<file path="src/rtl/bz_sfx_sequencer.sv">
// bz_sfx_sequencer: sound-effect sequencer in front of the buzzer music player.
// Captures one-cycle game events into a pending register, queues them highest
// index first through a small FIFO, and plays one clip at a time with a silent
// gap between clips.
// Optional feature: define BZ_SFX_PREEMPT_EN so that the top-index event
// (the crash clip) preempts a clip that is playing.
module bz_sfx_sequencer #(
   parameter int unsigned N_EVT   = 3,
   parameter int unsigned SEL_W   = 2,
   parameter int unsigned QDEPTH  = 4,
   parameter int unsigned GAP_CYC = 50000,
   parameter int unsigned MAX_CYC = 2**26
)(
   input  logic             clk,
   input  logic             rst,
   input  logic [N_EVT-1:0] evt,
   input  logic             play_finish,
   output logic             music_en,
   output logic [SEL_W-1:0] song_sel,
   output logic             busy,
   output logic             timeout,
   output logic [7:0]       drop_cnt
);

   localparam int unsigned PTR_W   = $clog2(QDEPTH);
   localparam int unsigned CNTQ_W  = PTR_W + 1;
   localparam int unsigned CNT_MAX = (MAX_CYC > GAP_CYC) ? MAX_CYC : GAP_CYC;
   localparam int unsigned CNT_W   = $clog2(CNT_MAX + 1);

   typedef enum logic [1:0] {
      S_IDLE = 2'd0,
      S_LOAD = 2'd1,
      S_PLAY = 2'd2,
      S_GAP  = 2'd3
   } state_t;

   state_t             r_state;
   state_t             w_state_nxt;
   logic [CNT_W-1:0]   r_cnt;
   logic [N_EVT-1:0]   r_pending;
   logic [N_EVT-1:0]   w_pending_nxt;
   logic [N_EVT-1:0]   w_clr_mask;
   logic [SEL_W-1:0]   r_mem [QDEPTH];
   logic [PTR_W-1:0]   r_wptr;
   logic [PTR_W-1:0]   r_rptr;
   logic [CNTQ_W-1:0]  r_count;
   logic [SEL_W-1:0]   r_song_sel;
   logic               r_music_en;
   logic               r_busy;
   logic               r_timeout;
   logic [7:0]         r_drop_cnt;
   logic [SEL_W-1:0]   w_top_idx;
   logic               w_top_vld;
   logic               w_empty;
   logic               w_full;
   logic               w_pop;
   logic               w_push;
   logic               w_drop;
   logic               w_tmo;
   logic               w_preempt;

   assign music_en = r_music_en;
   assign song_sel = r_song_sel;
   assign busy     = r_busy;
   assign timeout  = r_timeout;
   assign drop_cnt = r_drop_cnt;

   assign w_empty = (r_count == '0);
   assign w_full  = (r_count == CNTQ_W'(QDEPTH));

   // Priority encoder: highest set pending bit is the next push candidate
   always_comb begin
      w_top_idx = '0;
      w_top_vld = 1'b0;
      for (int unsigned i = 0; i < N_EVT; i++) begin
         if (r_pending[i]) begin
            w_top_idx = SEL_W'(i);
            w_top_vld = 1'b1;
         end
      end
   end

   // Crash event interrupts a playing clip unless the crash clip is already playing
`ifdef BZ_SFX_PREEMPT_EN
   always_comb begin
      w_preempt = (r_state == S_PLAY) && evt[N_EVT-1] &&
                  (r_song_sel != SEL_W'(N_EVT-1));
   end
`else
   always_comb begin
      w_preempt = 1'b0;
   end
`endif

   // Push/drop decision and next pending vector; a same-cycle pop frees a full slot
   always_comb begin
      w_clr_mask    = '0;
      w_push        = 1'b0;
      w_drop        = 1'b0;
      w_pending_nxt = r_pending | evt;
      if (w_top_vld) begin
         w_clr_mask = N_EVT'(1) << w_top_idx;
         w_push     = !w_full || w_pop;
         w_drop     = w_full && !w_pop;
      end
      if (w_preempt) begin
         w_push        = 1'b0;
         w_drop        = 1'b0;
         w_pending_nxt = '0;
      end else begin
         w_pending_nxt = (r_pending & ~w_clr_mask) | evt;
      end
   end

   // Next-state logic for the playback FSM
   always_comb begin
      w_state_nxt = r_state;
      w_pop       = 1'b0;
      w_tmo       = 1'b0;
      case (r_state)
         S_IDLE: begin
            if (!w_empty) begin
               w_pop       = 1'b1;
               w_state_nxt = S_LOAD;
            end
         end
         S_LOAD: begin
            w_state_nxt = S_PLAY;
         end
         S_PLAY: begin
            if (r_cnt == CNT_W'(MAX_CYC - 1)) begin
               w_tmo       = 1'b1;
               w_state_nxt = S_GAP;
            end else if (play_finish && (r_cnt >= CNT_W'(2))) begin
               w_state_nxt = S_GAP;
            end
         end
         S_GAP: begin
            if (r_cnt == CNT_W'(GAP_CYC - 1)) begin
               w_state_nxt = S_IDLE;
            end
         end
         default: begin
            w_state_nxt = S_IDLE;
         end
      endcase
      if (w_preempt) begin
         w_tmo       = 1'b0;
         w_state_nxt = S_LOAD;
      end
   end

   // FSM state, per-state cycle counter and registered player-facing outputs
   always_ff @(posedge clk or posedge rst) begin
      if (rst) begin
         r_state    <= S_IDLE;
         r_cnt      <= '0;
         r_song_sel <= '0;
         r_music_en <= 1'b0;
         r_busy     <= 1'b0;
         r_timeout  <= 1'b0;
      end else begin
         r_state    <= w_state_nxt;
         r_music_en <= (w_state_nxt == S_PLAY);
         r_busy     <= (w_state_nxt != S_IDLE);
         r_timeout  <= w_tmo;
         if (w_state_nxt != r_state) begin
            r_cnt <= '0;
         end else if ((r_state == S_PLAY) || (r_state == S_GAP)) begin
            r_cnt <= r_cnt + CNT_W'(1);
         end
         if (w_preempt) begin
            r_song_sel <= SEL_W'(N_EVT - 1);
         end else if (w_pop) begin
            r_song_sel <= r_mem[r_rptr];
         end
      end
   end

   // Pending capture, FIFO pointers/occupancy and saturating drop counter
   always_ff @(posedge clk or posedge rst) begin
      if (rst) begin
         r_pending  <= '0;
         r_wptr     <= '0;
         r_rptr     <= '0;
         r_count    <= '0;
         r_drop_cnt <= '0;
      end else begin
         r_pending <= w_pending_nxt;
         if (w_preempt) begin
            r_wptr  <= '0;
            r_rptr  <= '0;
            r_count <= '0;
         end else begin
            if (w_push) begin
               r_wptr <= r_wptr + PTR_W'(1);
            end
            if (w_pop) begin
               r_rptr <= r_rptr + PTR_W'(1);
            end
            r_count <= r_count + CNTQ_W'(w_push) - CNTQ_W'(w_pop);
         end
         if (w_drop && (r_drop_cnt != 8'hFF)) begin
            r_drop_cnt <= r_drop_cnt + 8'd1;
         end
      end
   end

   // FIFO storage; contents are qualified by the pointers so no reset is needed
   always_ff @(posedge clk) begin
      if (w_push) begin
         r_mem[r_wptr] <= w_top_idx;
      end
   end

endmodule
</file>
<file path="config.mk">
export PLATFORM = sky130hd
export DESIGN_NAME = bz_sfx_sequencer
export DESIGN_NICKNAME = d
export VERILOG_FILES = /design/src/rtl/bz_sfx_sequencer.sv
export SDC_FILE = /design/constraint.sdc
export NUM_CORES = 1
export LEC_CHECK = 0
export CORE_MARGIN = 2
export CORE_UTILIZATION = 61
export CTS_BUF_LIST = sky130_fd_sc_hd__clkbuf_4 sky130_fd_sc_hd__clkbuf_8
export DETAILED_ROUTE_END_ITERATION = 8
export DONT_BUFFER_PORTS = 1
export PLACE_DENSITY = 0.83
export SYNTH_ARGS = -nofsm -noshare
export SYNTH_HDL_FRONTEND = slang
export SYNTH_SLANG_ARGS = --single-unit
</file>
<file path="constraint.sdc">
create_clock -name clk -period 5.7 [get_ports clk]
set_clock_uncertainty 0.05 [all_clocks]
set_input_delay 0.855 -clock clk [delete_from_list [all_inputs] [get_ports clk]]
set_output_delay 0.855 -clock clk [all_outputs]
set_load 0.01 [all_outputs]
</file>
# --- Word level (Yosys, flattened, before mapping) ---
# Memories as Yosys holds them, arrays and structs flattened. A register that Yosys moved wholly into a read port is not among the register bits.
# Cells that the tools add are included.
totals:
  ff_bits: 50
  latch_bits: 0
  mem_bits_rw: 8
  romBits: 0
  inputBits: 6
  output_inout_bits: 13
  word_cells: 63
  mem_count: 1
memory_table:
  columns: ["memory", "words", "width", "read_ports", "rd_clocked_by_memory_dff", "wr", "line_no", "source"]
  rows:
  - ["r_mem", 4, 2, 1, 1, 1, "43", "logic [SEL_W-1:0] r_mem [QDEPTH];"]
op_classes:
  addsub: 6
  mul: 0
  div_mod_pow: 0
  n_lt_le_gt_ge: 1
  n_eq_ne: 9
  shifts: 1
  muxes: 21
  n_bitwise: 3
  n_reduce_logical: 11
ops:
  columns: ["operator", "n"]
  rows:
  - ["two-way mux 27 bit", 2]
  - ["adder 27 x 1 -> 27 bit, second input constant", 1]
  - ["== test 27 x 16 -> 1 bit, second input constant", 1]
  - ["== test 27 x 26 -> 1 bit, second input constant", 1]
  - [">= comparator 27 x 2 -> 1 bit, second input constant", 1]
  - ["two-way mux 1 bit", 12]
  - ["two-way mux 2 bit", 5]
  - ["adder 8 x 1 -> 8 bit, second input constant", 1]
  - ["!= test 8 bit, second input constant", 1]
  - ["one-hot mux 2 bit (4 select lines)", 1]
  - ["== test 2 bit, second input constant", 3]
  - ["adder 2 x 1 -> 2 bit, second input constant", 2]
  - ["nonzero test 2 bit", 2]
  - ["adder 3 x 1 -> 3 bit", 1]
  - ["bitwise AND 3 bit", 1]
  - ["== test 3 bit, second input constant", 1]
  - ["logical AND 1 bit", 3]
  - ["zero test 3 bit", 1]
  - ["two-way mux 3 bit", 1]
  - ["inverter 3 bit", 1]
  - ["bitwise OR 3 bit", 1]
  - ["<< shifter 1 x 2 -> 3 bit, first input constant", 1]
  - ["subtractor 3 x 1 -> 3 bit", 1]
  - ["== test 2 x 1 -> 1 bit, second input constant", 1]
  - ["other kinds (4)", 6]

# --- Logic depth before layout (Yosys ltp) ---
# Gate-level depths: netlist (run 1).
depth:
  depth_word: 7
  depth_mapped: 11
  ltp_nobuf: 11

# --- Worst setup path before layout (run 1) ---
# No wires, ideal clock.
synth_path:
  path_kind: "reg-to-reg"
  startpoint: "reg r_state[1]"
  endpoint: "reg r_count[2]"
  setup_time_ns: 0.125
  arrival_time_ns: 2.218
  t_required_ns: 5.525
  setup_slack_ns: 3.306
  path_stages_with_launch: 12
  path_buffers: 1
  synth_period_minus_slack_ns: 2.394
  cell_sequence: "dfrtp_1 > buf_2 > o211ai_1 > o31a_1 > inv_1 > ha_1 > inv_1 > ha_1 > inv_1 > fa_1 > xnor2_1 > xnor2_1"
synth_via:
  elab_chain_len: 6
synth_lines:
  columns: ["element", "line_no", "source"]
  rows:
  - ["from (decl)", "37", "state_t r_state;"]
  - ["from (signal assigned)", "163", "r_state <= w_state_nxt;"]
  - ["zero test 2 bit (*)", "120", "case (r_state)"]
  - ["two-way mux 1 bit (*)", "120", null]
  - ["logical OR 1 bit", "103", "w_push = !w_full || w_pop;"]
  - ["two-way mux 1 bit", "101", "if (w_top_vld) begin"]
  - ["adder 3 x 1 -> 3 bit", "201", "r_count <= r_count + CNTQ_W'(w_push) - CNTQ_W'(w_pop);"]
  - ["subtractor 3 x 1 -> 3 bit (*)", "201", null]
  - ["to (signal assigned)", "201", null]
  - ["to (decl)", "46", "logic [CNTQ_W-1:0] r_count;"]
# Mark *: on every way between the ends. The rest lies on a longest branch, timed or not.
# A chain may end at the register's enable or synchronous reset.

# --- Final worst setup path (run 1) ---
# Ends and elaborated chain as after synthesis.

==> results.sh, run 1 <==
export IMPL_synth_nets=269
export IMPL_ys_ff_latch=60
export IMPL_worst_slack_ps=3059
export IMPL_antenna_found_initial=0
export IMPL_dr_pass1_iters=4
export IMPL_max_slew_worst_pin_slew_ps=1041
export IMPL_track_usage_pct=21.81
export IMPL_vdd_ir_drop_worst_mv=0.2267
export IMPL_root_buffer="clkbuf_8"
export IMPL_fp_coreArea_um2=4444
export IMPL_die_y_um=72.57
export IMPL_max_cap_violations=0
export IMPL_fin_area_um2=3100
export IMPL_synth_top_cell_by_area="dfrtp_1"
export IMPL_rows=24
export IMPL_final_cells=316
export IMPL_port_buffers=0
export IMPL_final_max_slew_viol_count=0
export IMPL_initial_core_util_pct=64.53
export IMPL_place_congestion=0.8509
export IMPL_power_density_nw_per_um2=456.2
export IMPL_drt_iter0_drc=142
export IMPL_synth_avg_cell_area_um2=11.33
export IMPL_clkTransAtPathRegs_ps=70
export IMPL_antenna_left=0
export IMPL_grt_ovfl_total=0
export IMPL_dp_cells=300
export IMPL_fmax_mhz=378.7
export IMPL_outcome="finished clean"
export IMPL_timing_final_crit_share_pct=46.33
export IMPL_hold_class="primary input to flip-flop"
export IMPL_yosysWarnings=0
export IMPL_numCtsBuffers=9
export IMPL_hpwl_mm=3.269
export IMPL_yosys_cell_types_count=40
export IMPL_rsz0062_at_grt="false"
export IMPL_avgRoutedWirePerCell_um=15.57
export IMPL_worstPathArrival_ps=2840
export IMPL_vias=1833
export IMPL_drcViolationCount=0
export IMPL_final_common_cell="dfrtp_1"
export IMPL_cts_setup_buffers=0
export IMPL_start_kind="flip-flop"
export IMPL_async_flop_share_pct=86.67
export IMPL_cts_sinks=60
export IMPL_dieArea_um2=5266
export IMPL_h_tree_depth=3
export IMPL_seqCellArea_um2=1541
export IMPL_grt_pass1_wl_mm=8.638
export IMPL_cp_common_cell="inv_1"
export IMPL_finalSetupTns_ps=0
export IMPL_criticalPathCategory="flip-flop to flip-flop"
export IMPL_p_leak_nw=1.364
export IMPL_cp_cell_sequence="o211ai_1, o31a_1, inv_1, ha_1, inv_1, ha_1, inv_1, fa_1, xnor2_1, xnor2_1"
export IMPL_required_ps=5900
export IMPL_grt_max_degree=53
export IMPL_area_growth_pct=8.115
export IMPL_synthTopCellsByArea="dfrtp_1, edfxtp_1, xor2_1"
export IMPL_worstSetupEndpointType="flip-flop"
export IMPL_synth_edf_count=8
export IMPL_clkLatencyLatePin_ps=340
export IMPL_synthFlopType="dfrtp_1"
export IMPL_grt_pass1_vias=1847
export IMPL_dpl_cell_area_um2=2898
export IMPL_syn_area_um2=2868
export IMPL_fin_nets=275
export IMPL_yosysSeqAreaShare_pct=53.75
export IMPL_layout_cells_most_common_list="dfrtp_1, nor2_1, xor2_1"
export IMPL_critPathMaxFanout=12
export IMPL_netlist_area_leader_share_pct=45.38
export IMPL_cts_resized=0
export IMPL_hold_violations=0
export IMPL_crit_path_top_delay_cell="dfrtp_1"
export IMPL_setup_viol=0
export IMPL_slowest_delay_ps=540
export IMPL_hold_buffers=0
export IMPL_final_layout_size_suffix_gt1_share_pct=11.36
export IMPL_num_fill_cells=323
export IMPL_io_pins=19
export IMPL_wirelength_mm=4.919
export IMPL_slew_headroom_pct=30.51
export IMPL_cts_buffer_depth=2
export IMPL_multiInputGateArea_um2=1250
export IMPL_power_mw=1.414
export IMPL_cp_buffers_inverters=3
export IMPL_diodes=0
export IMPL_post_route_min_period_ps=2641
export IMPL_cts_tree="yes"
export IMPL_viasPerCell=5.801
export IMPL_synth_cells=253
export IMPL_pre_cts_ws_ps=3051
export IMPL_critPathTopFamily="adder cells"
export IMPL_die_w_um=72.57
-- synthesized netlist by cell type (2+ instances only) --
cell      number
and2_1         5
and3_1         7
and4_1         2
buf_6          2
clkbuf_1       2
dfrtp_1       52
edfxtp_1       8
ha_1           9
inv_1         11
mux2_2         3
mux4_2         2
nand2_1       15
nand3_1       12
nand4_1       14
nor2_1        36
nor2b_1        2
nor3_1         5
nor4_1         6
o21ai_0        2
xnor2_1       18
xor2_1        21
-- where the power goes --
| group | internal (mW) | switching, mW | total, mW |
|---|---|---|---|
| combinational | 0.162 | 0.206 | 0.368 |
| clock | 0.233 | 0.153 | 0.385 |
| sequential | 0.539 | 0.122 | 0.661 |
-- state kept, by name (all words and copies together), names as in the netlist --
signal,cells
busy,1
drop_cnt,8
music_en,1
r_cnt,27
r_count,3
r_mem,8
r_pending,3
r_rptr,2
r_state,2
r_wptr,2
song_sel,2
timeout,1
-- per-stage QoR --
step	util [%]	hold WS (ps)
after floorplan	-	430.6
after global placement	65.20	460.9
after detailed placement	65.20	481.2
after CTS	69.76	482.7
after global routing	69.76	474.4
final	69.76	495.0
-- area by class of cell --
type,count,share of cell area [%]
well taps,52,2.098
clock buffers,14,5.408
clock inverters,2,1.130
inverters,11,1.332
flip-flops and latches,60,49.72
multi-input cells,177,40.31
-- per-layer routing --
layer / wire, um / GRT usage (%) / part of all wire, %
met1: 2354 / 30.11 / 48
met2: 2289 / 32.53 / 47
met3: 236 / 7.917 / 4.8
met4: 39 / 6.790 / 0.79
met5: 0 / 0 / 0
-- cells by family after synthesis --
kind of cell,count (synthesis),share of synthesized area (%)
and+or+nand+nor,111,20.03
DFF,60,53.75
xor gates and xnor gates,39,11.91
buffers and inverters,16,2.661
AOI/OAI and AO/OA,12,4.276
adders and majority gates,10,4.625
muxes,5,2.748
-- path summary, 6_finish.rpt --
path,startpoint,endpoint,slack (ps),depth (start not counted)
max,r_state[1]$_DFF_PP0_,r_count[2]$_DFF_PP0_,3060,10
min,evt[2],r_pending[2]$_DFF_PP0_,490,0
max reg2reg,r_state[1]$_DFF_PP0_,r_count[2]$_DFF_PP0_,3060,10
min reg2reg,r_rptr[1]$_DFFE_PP0P_,r_rptr[1]$_DFFE_PP0P_,490,1
max in group asynchronous,rst,r_cnt[15]$_DFFE_PP0P_,4360,1
min in group asynchronous,rst,drop_cnt[6]$_DFFE_PP0P_,600,1
No activity file was read; power rests on OpenSTA's default activity.
==> inputs of run 2 (changes only) <==
--- a/config.mk
+++ b/config.mk
@@ -6,11 +6,11 @@
 export NUM_CORES = 1
 export LEC_CHECK = 0
 export CORE_MARGIN = 2
-export CORE_UTILIZATION = 61
+export CORE_UTILIZATION = 59
 export CTS_BUF_LIST = sky130_fd_sc_hd__clkbuf_4 sky130_fd_sc_hd__clkbuf_8
 export DETAILED_ROUTE_END_ITERATION = 8
 export DONT_BUFFER_PORTS = 1
-export PLACE_DENSITY = 0.83
+export PLACE_DENSITY = 0.84
 export SYNTH_ARGS = -nofsm -noshare
 export SYNTH_HDL_FRONTEND = slang
 export SYNTH_SLANG_ARGS = --single-unit
==> constraint.sdc (replaced) <==
create_clock -name clk -period 2.3 [get_ports clk]
set_clock_uncertainty 0.05 [all_clocks]
set_input_delay 0.345 -clock clk [delete_from_list [all_inputs] [get_ports clk]]
set_output_delay 0.345 -clock clk [all_outputs]
set_load 0.01 [all_outputs]
==> run 2 against run 1 <==
  * Register-to-register slack worse by 2900 ps
  * Global-route usage is 0.74 points lower
  * Count of clock-buffer cells in the layout stayed put
  * Fmax rose by 22%
  * Hold slack worse by 440 ps
  * Die area up 3.2%
==> results.sh, run 2 (synthesized netlist as in run 1, its figures left out) <==
export IMPL_outcome="finished clean"
export IMPL_grt_pass1_vias=1842
export IMPL_cp_cell_sequence="o211ai_1, o31a_1, inv_1, ha_1, inv_1, ha_1, inv_1, fa_2, xnor2_2, xnor2_1"
export IMPL_clkTransAtPathRegs_ps=60
export IMPL_post_route_min_period_ps=2164
export IMPL_worstPathArrival_ps=2340
export IMPL_root_buffer="clkbuf_8"
export IMPL_cts_tree="yes"
export IMPL_vias=1909
export IMPL_drt_iter0_drc=83
export IMPL_final_cells=337
export IMPL_cp_buffers_inverters=3
export IMPL_final_layout_size_suffix_gt1_share_pct=17.67
export IMPL_diodes=0
export IMPL_worst_slack_ps=136.2
export IMPL_viasPerCell=5.665
export IMPL_clkLatencyLatePin_ps=330
export IMPL_cts_buffer_depth=2
export IMPL_avgRoutedWirePerCell_um=14.59
export IMPL_layout_cells_most_common_list="dfrtp_1, nor2_1, xor2_1"
export IMPL_postLayoutCoreUtil_pct=68.99
export IMPL_fmax_mhz=462.1
export IMPL_num_fill_cells=324
export IMPL_crit_path_top_delay_cell="dfrtp_1"
export IMPL_start_kind="flip-flop"
export IMPL_die_y_um=73.72
export IMPL_final_max_slew_viol_count=0
export IMPL_criticalPathCategory="flip-flop to flip-flop"
export IMPL_fin_nets=294
export IMPL_track_usage_pct=21.07
export IMPL_max_slew_worst_pin_slew_ps=530.4
export IMPL_critPathTopFamily="adder cells"
export IMPL_hold_violations=0
export IMPL_dp_cells=317
export IMPL_timing_final_crit_share_pct=94.08
export IMPL_fp_coreArea_um2=4692
export IMPL_initial_core_util_pct=61.12
export IMPL_vdd_ir_drop_worst_mv=0.6690
export IMPL_hpwl_mm=3.592
export IMPL_drcViolationCount=0
export IMPL_critPathMaxFanout=2
export IMPL_slowest_delay_ps=380
export IMPL_antenna_found_initial=0
export IMPL_place_congestion=0.8493
export IMPL_grt_ovfl_total=0
export IMPL_port_buffers=0
export IMPL_area_growth_pct=12.87
export IMPL_p_leak_nw=1.448
export IMPL_dieArea_um2=5434
export IMPL_setup_viol=0
export IMPL_largest_reg_flops=27
export IMPL_antenna_left=0
export IMPL_cp_common_cell="inv_1"
export IMPL_slew_headroom_pct=64.19
export IMPL_worstSetupEndpointType="flip-flop"
export IMPL_rows=25
export IMPL_final_common_cell="dfrtp_1"
export IMPL_hold_ws_ps=53.16
export IMPL_dr_pass1_iters=4
export IMPL_grt_pass1_wl_mm=8.466
export IMPL_r2r_slack_ps=140
export IMPL_die_w_um=73.72
export IMPL_max_cap_violations=0
export IMPL_h_tree_depth=3
export IMPL_largest_register="r_cnt"
export IMPL_cts_sinks=60
export IMPL_hold_class="primary input to flip-flop"
export IMPL_grt_max_degree=21
export IMPL_io_pins=19
export IMPL_pre_cts_ws_ps=147.1
export IMPL_power_density_nw_per_um2=1087
export IMPL_wirelength_mm=4.916
export IMPL_numCtsBuffers=9
export IMPL_required_ps=2470
run 2: final cells by class:
cell class,instances,area (um2),area share [%]
well taps,54,67.56,2.087
clock inverters,2,10.01,0.3092
clock buffers,14,167.7,5.180
multi-input cells,177,1260,38.93
flip-flops and latches,60,1543,47.66
inverters,11,41.29,1.276
repair buffers,19,147.6,4.561
run 2: where the power goes:
part,total (mW),leakage (nW),switching (mW),internal [mW]
Combinational,1.10,0.600,0.565,0.537
Clock,0.832,0.0981,0.367,0.465
Sequential,1.59,0.750,0.247,1.34
Total,3.52,1.45,1.18,2.34
run 2: path summary, 6_finish.rpt:
kind                                       from                      to  cells after the start
min reg2reg                r_count[1]$_DFF_PP0_    r_count[2]$_DFF_PP0_                      1
max in group asynchronous                   rst    r_count[1]$_DFF_PP0_                      3
min                                      evt[1]  r_pending[1]$_DFF_PP0_                      1
max                        r_state[1]$_DFF_PP0_    r_count[2]$_DFF_PP0_                     10
min in group asynchronous                   rst   r_cnt[10]$_DFFE_PP0P_                      2
max reg2reg                r_state[1]$_DFF_PP0_    r_count[2]$_DFF_PP0_                     10
run 2: stage by stage:
stage          instance area [um2]  setup TNS [ps]  total power, mW
2_1_floorplan                 2878          -13.60            2.424
3_3_place_gp                  3015               0            2.621
3_5_place_dp                  3015               0            2.668
4_1_cts                       3213               0            3.515
5_1_grt                       3237          -24.65            3.782
6_report                      3237               0            3.519
run 2: repair_timing:
item / 4_1_cts / 5_1_grt
endpoints found under the hold margin: 17 / 0
endpoints found under the setup margin: 0 / 1
hold buffers: 2 / 0
resized for setup: 0 / 2
setup buffers: 0 / 2
run 2: per-layer routing:
layer  vias to the layer above  routed length, um  GRT usage, %
met2                        45               2350         32.34
met3                         8                269         6.859
met1                       923               2201         27.28
met4                         0                 95         9.495
li1                        933                  -             -
met5                         -                  0             0
run 2: worst register-to-register path, cell delays in order, from the launching register on:
cell and delay [ps]:
dfrtp_1 380, o211ai_1 260, o31a_1 210, inv_1 50
ha_1 270, inv_1 60, ha_1 130, inv_1 50
fa_2 340, xnor2_2 140, xnor2_1 120
